--- src/rtl/mipi_dphy_tx_lane_pkg.sv ---
// Shared D-PHY lane definitions: sequencer states, sync byte and LP line levels.
package mipi_dphy_pkg;

   typedef enum logic [2:0] {
      ST_IDLE  = 3'd0,
      ST_LPX   = 3'd1,
      ST_PREP  = 3'd2,
      ST_ZERO  = 3'd3,
      ST_SYNC  = 3'd4,
      ST_DATA  = 3'd5,
      ST_TRAIL = 3'd6,
      ST_EXIT  = 3'd7
   } lane_state_e;

   localparam logic [7:0] MIPI_SYNC_BYTE = 8'hB8;
   localparam logic [1:0] LP11 = 2'b11;
   localparam logic [1:0] LP01 = 2'b01;
   localparam logic [1:0] LP00 = 2'b00;

   // The trailer holds the inverse of the final bit on the wire (bit7, LSB-first serializer).
   function automatic logic [7:0] trail_fill(input logic [7:0] last_byte);
      return {8{~last_byte[7]}};
   endfunction

endpackage

--- src/rtl/mipi_dphy_tx_lane_if.sv ---
// Payload byte stream into the lane sequencer (valid/ready with end-of-burst marker).
interface mipi_dphy_tx_lane_if;
   logic       tx_valid;
   logic [7:0] tx_data;
   logic       tx_last;
   logic       tx_ready;

   modport master (output tx_valid, output tx_data, output tx_last, input tx_ready);
   modport slave  (input tx_valid, input tx_data, input tx_last, output tx_ready);
endinterface

--- src/rtl/mipi_tx_phase_timer.sv ---
// Loadable down-counter timing each LP/HS phase; done is high in the phase's final cycle.
module mipi_tx_phase_timer #(
   parameter int unsigned CNT_W = 8
) (
   input  logic             clk,
   input  logic             rst_n,
   input  logic             load,
   input  logic [CNT_W-1:0] load_val,
   output logic             done
);

   logic [CNT_W-1:0] cnt_r;

   // Count register: a zero load is clamped to one so every phase lasts at least a cycle.
   always_ff @(posedge clk or negedge rst_n) begin
      if (!rst_n) begin
         cnt_r <= {CNT_W{1'b0}};
      end else if (load) begin
         cnt_r <= (load_val == {CNT_W{1'b0}}) ? CNT_W'(1) : load_val;
      end else if (cnt_r != {CNT_W{1'b0}}) begin
         cnt_r <= cnt_r - CNT_W'(1);
      end else begin
         cnt_r <= cnt_r;
      end
   end

   assign done = (cnt_r == CNT_W'(1));

endmodule

--- src/rtl/mipi_dphy_tx_lane.sv ---
// Single-lane D-PHY HS burst sequencer: LP entry, HS-zero, sync, payload, trailer, LP-11 exit.
module mipi_dphy_tx_lane
   import mipi_dphy_pkg::*;
#(
   parameter int unsigned CNT_W        = 8,
   parameter int unsigned T_LPX        = 2,
   parameter int unsigned T_HS_PREPARE = 2,
   parameter int unsigned T_HS_ZERO    = 4,
   parameter int unsigned T_HS_TRAIL   = 3,
   parameter int unsigned T_HS_EXIT    = 3
) (
   input  logic                byte_clk,
   input  logic                sys_rst_n,
   mipi_dphy_tx_lane_if.slave  tx,
   output logic [1:0]          lp_data_o,
   output logic                hs_oe,
   output logic [7:0]          hs_data_o,
   output logic                busy,
   output logic                err_underflow
);

   lane_state_e      state_r, state_nx_s;
   logic             last_r;
   logic             ready_s, take_s, err_nx_s, load_s, done_s;
   logic [CNT_W-1:0] load_val_s;
   logic [1:0]       lp_nx_s;
   logic             oe_nx_s;
   logic [7:0]       hs_nx_s;

   assign ready_s     = (state_r == ST_SYNC) || ((state_r == ST_DATA) && !last_r);
   assign take_s      = ready_s && tx.tx_valid;
   assign tx.tx_ready = ready_s;

   mipi_tx_phase_timer #(.CNT_W(CNT_W)) u_timer (
      .clk      (byte_clk),
      .rst_n    (sys_rst_n),
      .load     (load_s),
      .load_val (load_val_s),
      .done     (done_s)
   );

   // Next-state decode; the phase timer is loaded on entry to every timed state.
   always_comb begin
      state_nx_s = state_r;
      load_s     = 1'b0;
      load_val_s = {CNT_W{1'b0}};
      err_nx_s   = 1'b0;
      case (state_r)
         ST_IDLE: begin
            if (tx.tx_valid) begin
               state_nx_s = ST_LPX;
               load_s     = 1'b1;
               load_val_s = CNT_W'(T_LPX);
            end else begin
               state_nx_s = ST_IDLE;
            end
         end
         ST_LPX: begin
            if (done_s) begin
               state_nx_s = ST_PREP;
               load_s     = 1'b1;
               load_val_s = CNT_W'(T_HS_PREPARE);
            end else begin
               state_nx_s = ST_LPX;
            end
         end
         ST_PREP: begin
            if (done_s) begin
               state_nx_s = ST_ZERO;
               load_s     = 1'b1;
               load_val_s = CNT_W'(T_HS_ZERO);
            end else begin
               state_nx_s = ST_PREP;
            end
         end
         ST_ZERO: begin
            if (done_s) begin
               state_nx_s = ST_SYNC;
            end else begin
               state_nx_s = ST_ZERO;
            end
         end
         ST_SYNC, ST_DATA: begin
            if (take_s) begin
               state_nx_s = ST_DATA;
            end else begin
               // Either the marked last byte went out or the source starved the stream.
               state_nx_s = ST_TRAIL;
               load_s     = 1'b1;
               load_val_s = CNT_W'(T_HS_TRAIL);
               err_nx_s   = ready_s;
            end
         end
         ST_TRAIL: begin
            if (done_s) begin
               state_nx_s = ST_EXIT;
               load_s     = 1'b1;
               load_val_s = CNT_W'(T_HS_EXIT);
            end else begin
               state_nx_s = ST_TRAIL;
            end
         end
         ST_EXIT: begin
            if (done_s) begin
               state_nx_s = ST_IDLE;
            end else begin
               state_nx_s = ST_EXIT;
            end
         end
         default: begin
            state_nx_s = ST_IDLE;
         end
      endcase
   end

   // Output values for the state being entered, so the registered outputs line up with it.
   always_comb begin
      lp_nx_s = LP00;
      oe_nx_s = 1'b1;
      hs_nx_s = 8'h00;
      case (state_nx_s)
         ST_IDLE, ST_EXIT: begin
            lp_nx_s = LP11;
            oe_nx_s = 1'b0;
         end
         ST_LPX: begin
            lp_nx_s = LP01;
            oe_nx_s = 1'b0;
         end
         ST_PREP: begin
            oe_nx_s = 1'b0;
         end
         ST_ZERO: begin
            hs_nx_s = 8'h00;
         end
         ST_SYNC: begin
            hs_nx_s = MIPI_SYNC_BYTE;
         end
         ST_DATA: begin
            if (take_s) begin
               hs_nx_s = tx.tx_data;
            end else begin
               hs_nx_s = hs_data_o;
            end
         end
         ST_TRAIL: begin
            if (state_r == ST_TRAIL) begin
               hs_nx_s = hs_data_o;
            end else begin
               hs_nx_s = trail_fill(hs_data_o);
            end
         end
         default: begin
            lp_nx_s = LP11;
            oe_nx_s = 1'b0;
         end
      endcase
   end

   // State, last-byte flag and registered lane outputs.
   always_ff @(posedge byte_clk or negedge sys_rst_n) begin
      if (!sys_rst_n) begin
         state_r       <= ST_IDLE;
         last_r        <= 1'b0;
         lp_data_o     <= LP11;
         hs_oe         <= 1'b0;
         hs_data_o     <= 8'h00;
         busy          <= 1'b0;
         err_underflow <= 1'b0;
      end else begin
         state_r       <= state_nx_s;
         last_r        <= take_s ? tx.tx_last : last_r;
         lp_data_o     <= lp_nx_s;
         hs_oe         <= oe_nx_s;
         hs_data_o     <= hs_nx_s;
         busy          <= (state_nx_s != ST_IDLE);
         err_underflow <= err_nx_s;
      end
   end

endmodule

--- src/flat_wrapper.sv ---
// flat-port wrapper written by rule: the top's interface ports become plain ports
module mipi_dphy_tx_lane_flat import mipi_dphy_pkg::*;
#(
   parameter int unsigned CNT_W        = 8,
   parameter int unsigned T_LPX        = 2,
   parameter int unsigned T_HS_PREPARE = 2,
   parameter int unsigned T_HS_ZERO    = 4,
   parameter int unsigned T_HS_TRAIL   = 3,
   parameter int unsigned T_HS_EXIT    = 3
)
  (byte_clk, sys_rst_n, lp_data_o, hs_oe, hs_data_o, busy, err_underflow, tx_tx_valid, tx_tx_data, tx_tx_last, tx_tx_ready);
  mipi_dphy_tx_lane_if tx_i ();
  input  logic byte_clk;
  input  logic sys_rst_n;
  output logic [1:0] lp_data_o;
  output logic hs_oe;
  output logic [7:0] hs_data_o;
  output logic busy;
  output logic err_underflow;
  input wire logic [$bits(tx_i.tx_valid)-1:0] tx_tx_valid;
  input wire logic [$bits(tx_i.tx_data)-1:0] tx_tx_data;
  input wire logic [$bits(tx_i.tx_last)-1:0] tx_tx_last;
  output wire logic [$bits(tx_i.tx_ready)-1:0] tx_tx_ready;
  assign tx_i.tx_valid = tx_tx_valid;
  assign tx_i.tx_data = tx_tx_data;
  assign tx_i.tx_last = tx_tx_last;
  assign tx_tx_ready = tx_i.tx_ready;
  mipi_dphy_tx_lane #(.CNT_W(CNT_W), .T_LPX(T_LPX), .T_HS_PREPARE(T_HS_PREPARE), .T_HS_ZERO(T_HS_ZERO), .T_HS_TRAIL(T_HS_TRAIL), .T_HS_EXIT(T_HS_EXIT)) u_core (.byte_clk(byte_clk), .sys_rst_n(sys_rst_n), .tx(tx_i), .lp_data_o(lp_data_o), .hs_oe(hs_oe), .hs_data_o(hs_data_o), .busy(busy), .err_underflow(err_underflow));
endmodule
--- config.mk ---
export PLATFORM = sky130hd
export DESIGN_NAME = mipi_dphy_tx_lane_flat
export DESIGN_NICKNAME = d
export VERILOG_FILES = /design/src/rtl/mipi_dphy_tx_lane_pkg.sv /design/src/rtl/mipi_dphy_tx_lane_if.sv /design/src/rtl/mipi_tx_phase_timer.sv /design/src/rtl/mipi_dphy_tx_lane.sv /design/src/flat_wrapper.sv
export SDC_FILE = /design/constraint.sdc
export NUM_CORES = 1
export LEC_CHECK = 0
export ABC_AREA = 1
export ABC_CLOCK_PERIOD_IN_PS = 2700
export CORE_MARGIN = 4
export CORE_UTILIZATION = 45
export CTS_BUF_LIST = sky130_fd_sc_hd__clkbuf_4 sky130_fd_sc_hd__clkbuf_8
export CTS_CLUSTER_SIZE = 40
export DETAILED_ROUTE_END_ITERATION = 10
export HOLD_SLACK_MARGIN = 0.06
export PLACE_DENSITY = 0.73
export RECOVER_POWER = 50
export SYNTH_ARGS = -nofsm -noshare
export SYNTH_HDL_FRONTEND = slang
export SYNTH_SLANG_ARGS = --single-unit
--- constraint.sdc ---
create_clock -name byte_clk -period 2.7 [get_ports byte_clk]
set_input_delay 0.54 -clock byte_clk [delete_from_list [all_inputs] [get_ports byte_clk]]
set_output_delay 0.54 -clock byte_clk [all_outputs]
set_load 0.01 [all_outputs]
==> flow_summary.toml <==
[timing]
drv_slew = 0
rsz0062_at_grt = "false"
period_needed_ns = 2.21
worst_pin_slew_ns = 1.32
tns_ns = 0
finalSetupViolations = 0
relSlewSlack_pct = 11.7
hold_viol_final = 0
finClkSkew_ns = 0.00862
finalCritPeriodShare_pct = 81.7
max_freq_mhz = 453

[yosys]
seq_area_frac_synth_pct = 45.8
synth_area_leaders = "dfrtp_1 42%, nand2_1 19%, nor2_1 6.8%, dfstp_2 3.8%, inv_1 3.6%"
synthCells = 180
ys.warnings.count = 0
yosysTopAreaCellShare_pct = 41.9
synth.avg_cell_area_um2 = 7.63
synthDistinctLibCells = 23
synthesis.nets = 195
netlist_area_mm2 = 0.00137
synth_top_area_cell = "dfrtp_1"
synth-seq-cells = 25

[global_route]
track_usage_pct = 15.7
grt_pass1_wl_um = 5150
grt_max_degree = 26
use_met3_pct = 3.91
antenna_found_initial = 0
grt_util_met1_pct = 19.1
grt_pass1_vias = 1207
grtUsageMet2_pct = 26.9
grt-busiest-layer = "met2"
overflow = 0

[route]
final_antenna_net_count = 0
viasPerCell = 5.00
dr.first_iter.drc_count = 72
wl_um = 2830
vias = 1204
route.detailed.drc = 0
first_pass_iters = 4
wl_per_cell_um = 11.7

[power_and_ir_drop]
p_int_mw = 0.915
powerDensity_mw_per_mm2 = 968
peakVddDrop_v = 0.000415
p_comb_share_pct = 50.3
p_sw_share_pct = 43.6
clkPwrFrac_pct = 10.8
seqPwrFrac_pct = 38.9
leakage_nw = 0.866
power_switching_mw = 0.706

[placed_design]
gp_congestion = 0.926
place.port_buffers = 25
hpwl_um = 2260
dp_cells = 237

[layout]
antennaDiodeCount = 0
drive_gt1_share_pct = 9.05
nets = 226
final_cells = 241
syn_to_final_growth_pct = 22.1

[critical_path]
critical_path.cell_chain = "nand2_2 -> nor2_4 -> clkdlybuf4s50_1"
ff2ff_setup_slack_ns = 0.77
timing.rr.start = "u_core.u_timer.cnt_r[1]$_DFFE_PN0P_"
cp.arrival_ns = 1.67
rr_worst_depth = 12
critPathCaptureType = "output port"
crit_slowest_cell = "clkdlybuf4s50_1"
critical_path.max_fanout = 7
critPathKind = "reg2out"
crit_required_ns = 2.16
r2r_end = "u_core.u_timer.cnt_r[2]$_DFFE_PN0P_"
cpPeakStageDelay_ns = 0.56
crit_path_start_kind = "register"

[die]
io_pins = 26
initial_utilization_pct = 48.5
die_area_mm2 = 0.00400
coreArea_mm2 = 0.00283
die_x_um = 63.2
die_y_um = 63.2
fp-row-count = 19

[worst_hold_path]
hold_end = "u_core.hs_data_o[5]$_DFFE_PN0P_"
min_from = "u_core.hs_data_o[5]$_DFFE_PN0P_"
hold_path_class = "reg2reg"
hold_path_depth = 2

[clock_network]
clk_pin_slew_ns = 0.15
cts_setup_buffers = 0
cts_resized = 0
cts_buffers = 3
clockBufferDepth = 2
root_buffer = "clkbuf_4"
cts_tree = "yes"
clock_latency_ns = 0.32
cts_sinks = 25
hold_buffers = 0
h-tree-depth = 1

[run_status]
status = "completed"

[run]
maxCapViolations = 0
==> kinds of logic after synthesis <==
| kind of cell | after synthesis | synth area share [%] |
|---|---|---|
| buffers and inverters | 20 | 5.65 |
| DFF | 25 | 45.8 |
| and+or+nand+nor | 114 | 37.9 |
| adders and majority gates | 3 | 2.74 |
| xor gates and xnor gates | 4 | 2.55 |
| AOI/OAI and AO/OA | 14 | 5.38 |
==> power groups by stage <==
stage          Sequential (mW)  Clock (mW)  Combinational, mW
2_1_floorplan            0.647           0              0.549
3_3_place_gp             0.633           0              0.814
3_5_place_dp             0.638           0              0.833
4_1_cts                  0.629       0.180              0.840
6_report                 0.630       0.175              0.816
5_1_grt                  0.650       0.202              0.924
==> worst max-delay path, delay by kind of cell (launching register included) <==
family | cells | cell delay (ns)
buffers and inverters | 1 | 0.56
DFF | 1 | 0.52
and+or+nand+nor | 2 | 0.27
==> sequential cells by signal, indices dropped and copies added (netlist names) <==
signal,flops
u_core.hs_data_o,8
u_core.lp_data_o,2
u_core.u_timer.cnt_r,8
u_core.state_r,3
u_core.err_underflow,1
u_core.hs_oe,1
u_core.last_r,1
u_core.busy,1
==> through the flow <==
| stage | utilization (%) | hold WS (ns) | worst slack [ns] | instance area, µm² | total power, mW |
|---|---|---|---|---|---|
| 5_1_grt | 59.2 | 0.528 | 0.403 | 1680 | 1.78 |
| 3_3_place_gp | 59.0 | 0.461 | 0.701 | 1670 | 1.45 |
| 4_1_cts | 60.1 | 0.496 | 0.490 | 1700 | 1.65 |
| 3_5_place_dp | 59.0 | 0.464 | 0.673 | 1670 | 1.47 |
| 2_1_floorplan | - | 0.244 | 1.07 | 1370 | 1.20 |
| 6_report | 59.2 | 0.491 | 0.493 | 1680 | 1.62 |
==> cells in the mapped netlist, drive strengths merged <==
cell type,number
nand2,75
nor2,28
dfrtp,23
inv,18
nand3,9
o21ai,9
a21oi,3
ha,3
clkinv,2
dfstp,2
nor3,2
xnor2,2
xor2,2
a31oi,1
o21a,1
==> worst max-delay path by stage <==
stage	start	endpoint	slack (ns)
after floorplan	u_core.u_timer.cnt_r[1]$_DFFE_PN0P_	u_core.hs_data_o[0]$_DFFE_PN0P_	1.07
after global placement	tx_tx_valid	u_core.hs_data_o[1]$_DFFE_PN0P_	0.70
after detailed placement	tx_tx_valid	u_core.hs_data_o[6]$_DFFE_PN0P_	0.67
after CTS	u_core.state_r[0]$_DFF_PN0_	tx_tx_ready	0.49
after global routing	u_core.state_r[2]$_DFF_PN0_	tx_tx_ready	0.40
final	u_core.state_r[2]$_DFF_PN0_	tx_tx_ready	0.49
==> placed cells by master (no fill, tap or decap), types with 3 or more instances in the layout <==
cell type,instances
o21ai_0,3
clkdlybuf4s50_1,23
inv_2,4
a21oi_1,3
nand3_1,6
clkbuf_4,3
nor2_1,25
nand2_1,73
dfrtp_1,23
inv_1,13
ha_1,3
o21ai_1,6
==> area by class of cell <==
type                    instances  area [µm²]
multi-input cells             135         647
clock inverters                 1        7.51
clock buffers                   3        22.5
repair buffers                 26         254
inverters                      20        77.6
well taps                      31        38.8
fillers                       256        1150
flip-flops and latches         25         628
==> per-layer routing <==
layer  up-vias  share of wire [%]
met5         -                  0
met4         0                1.6
met3         6                4.8
met2        32                 48
met1       554                 46
li1        612                  -
(Power assumes the default switching activity.)
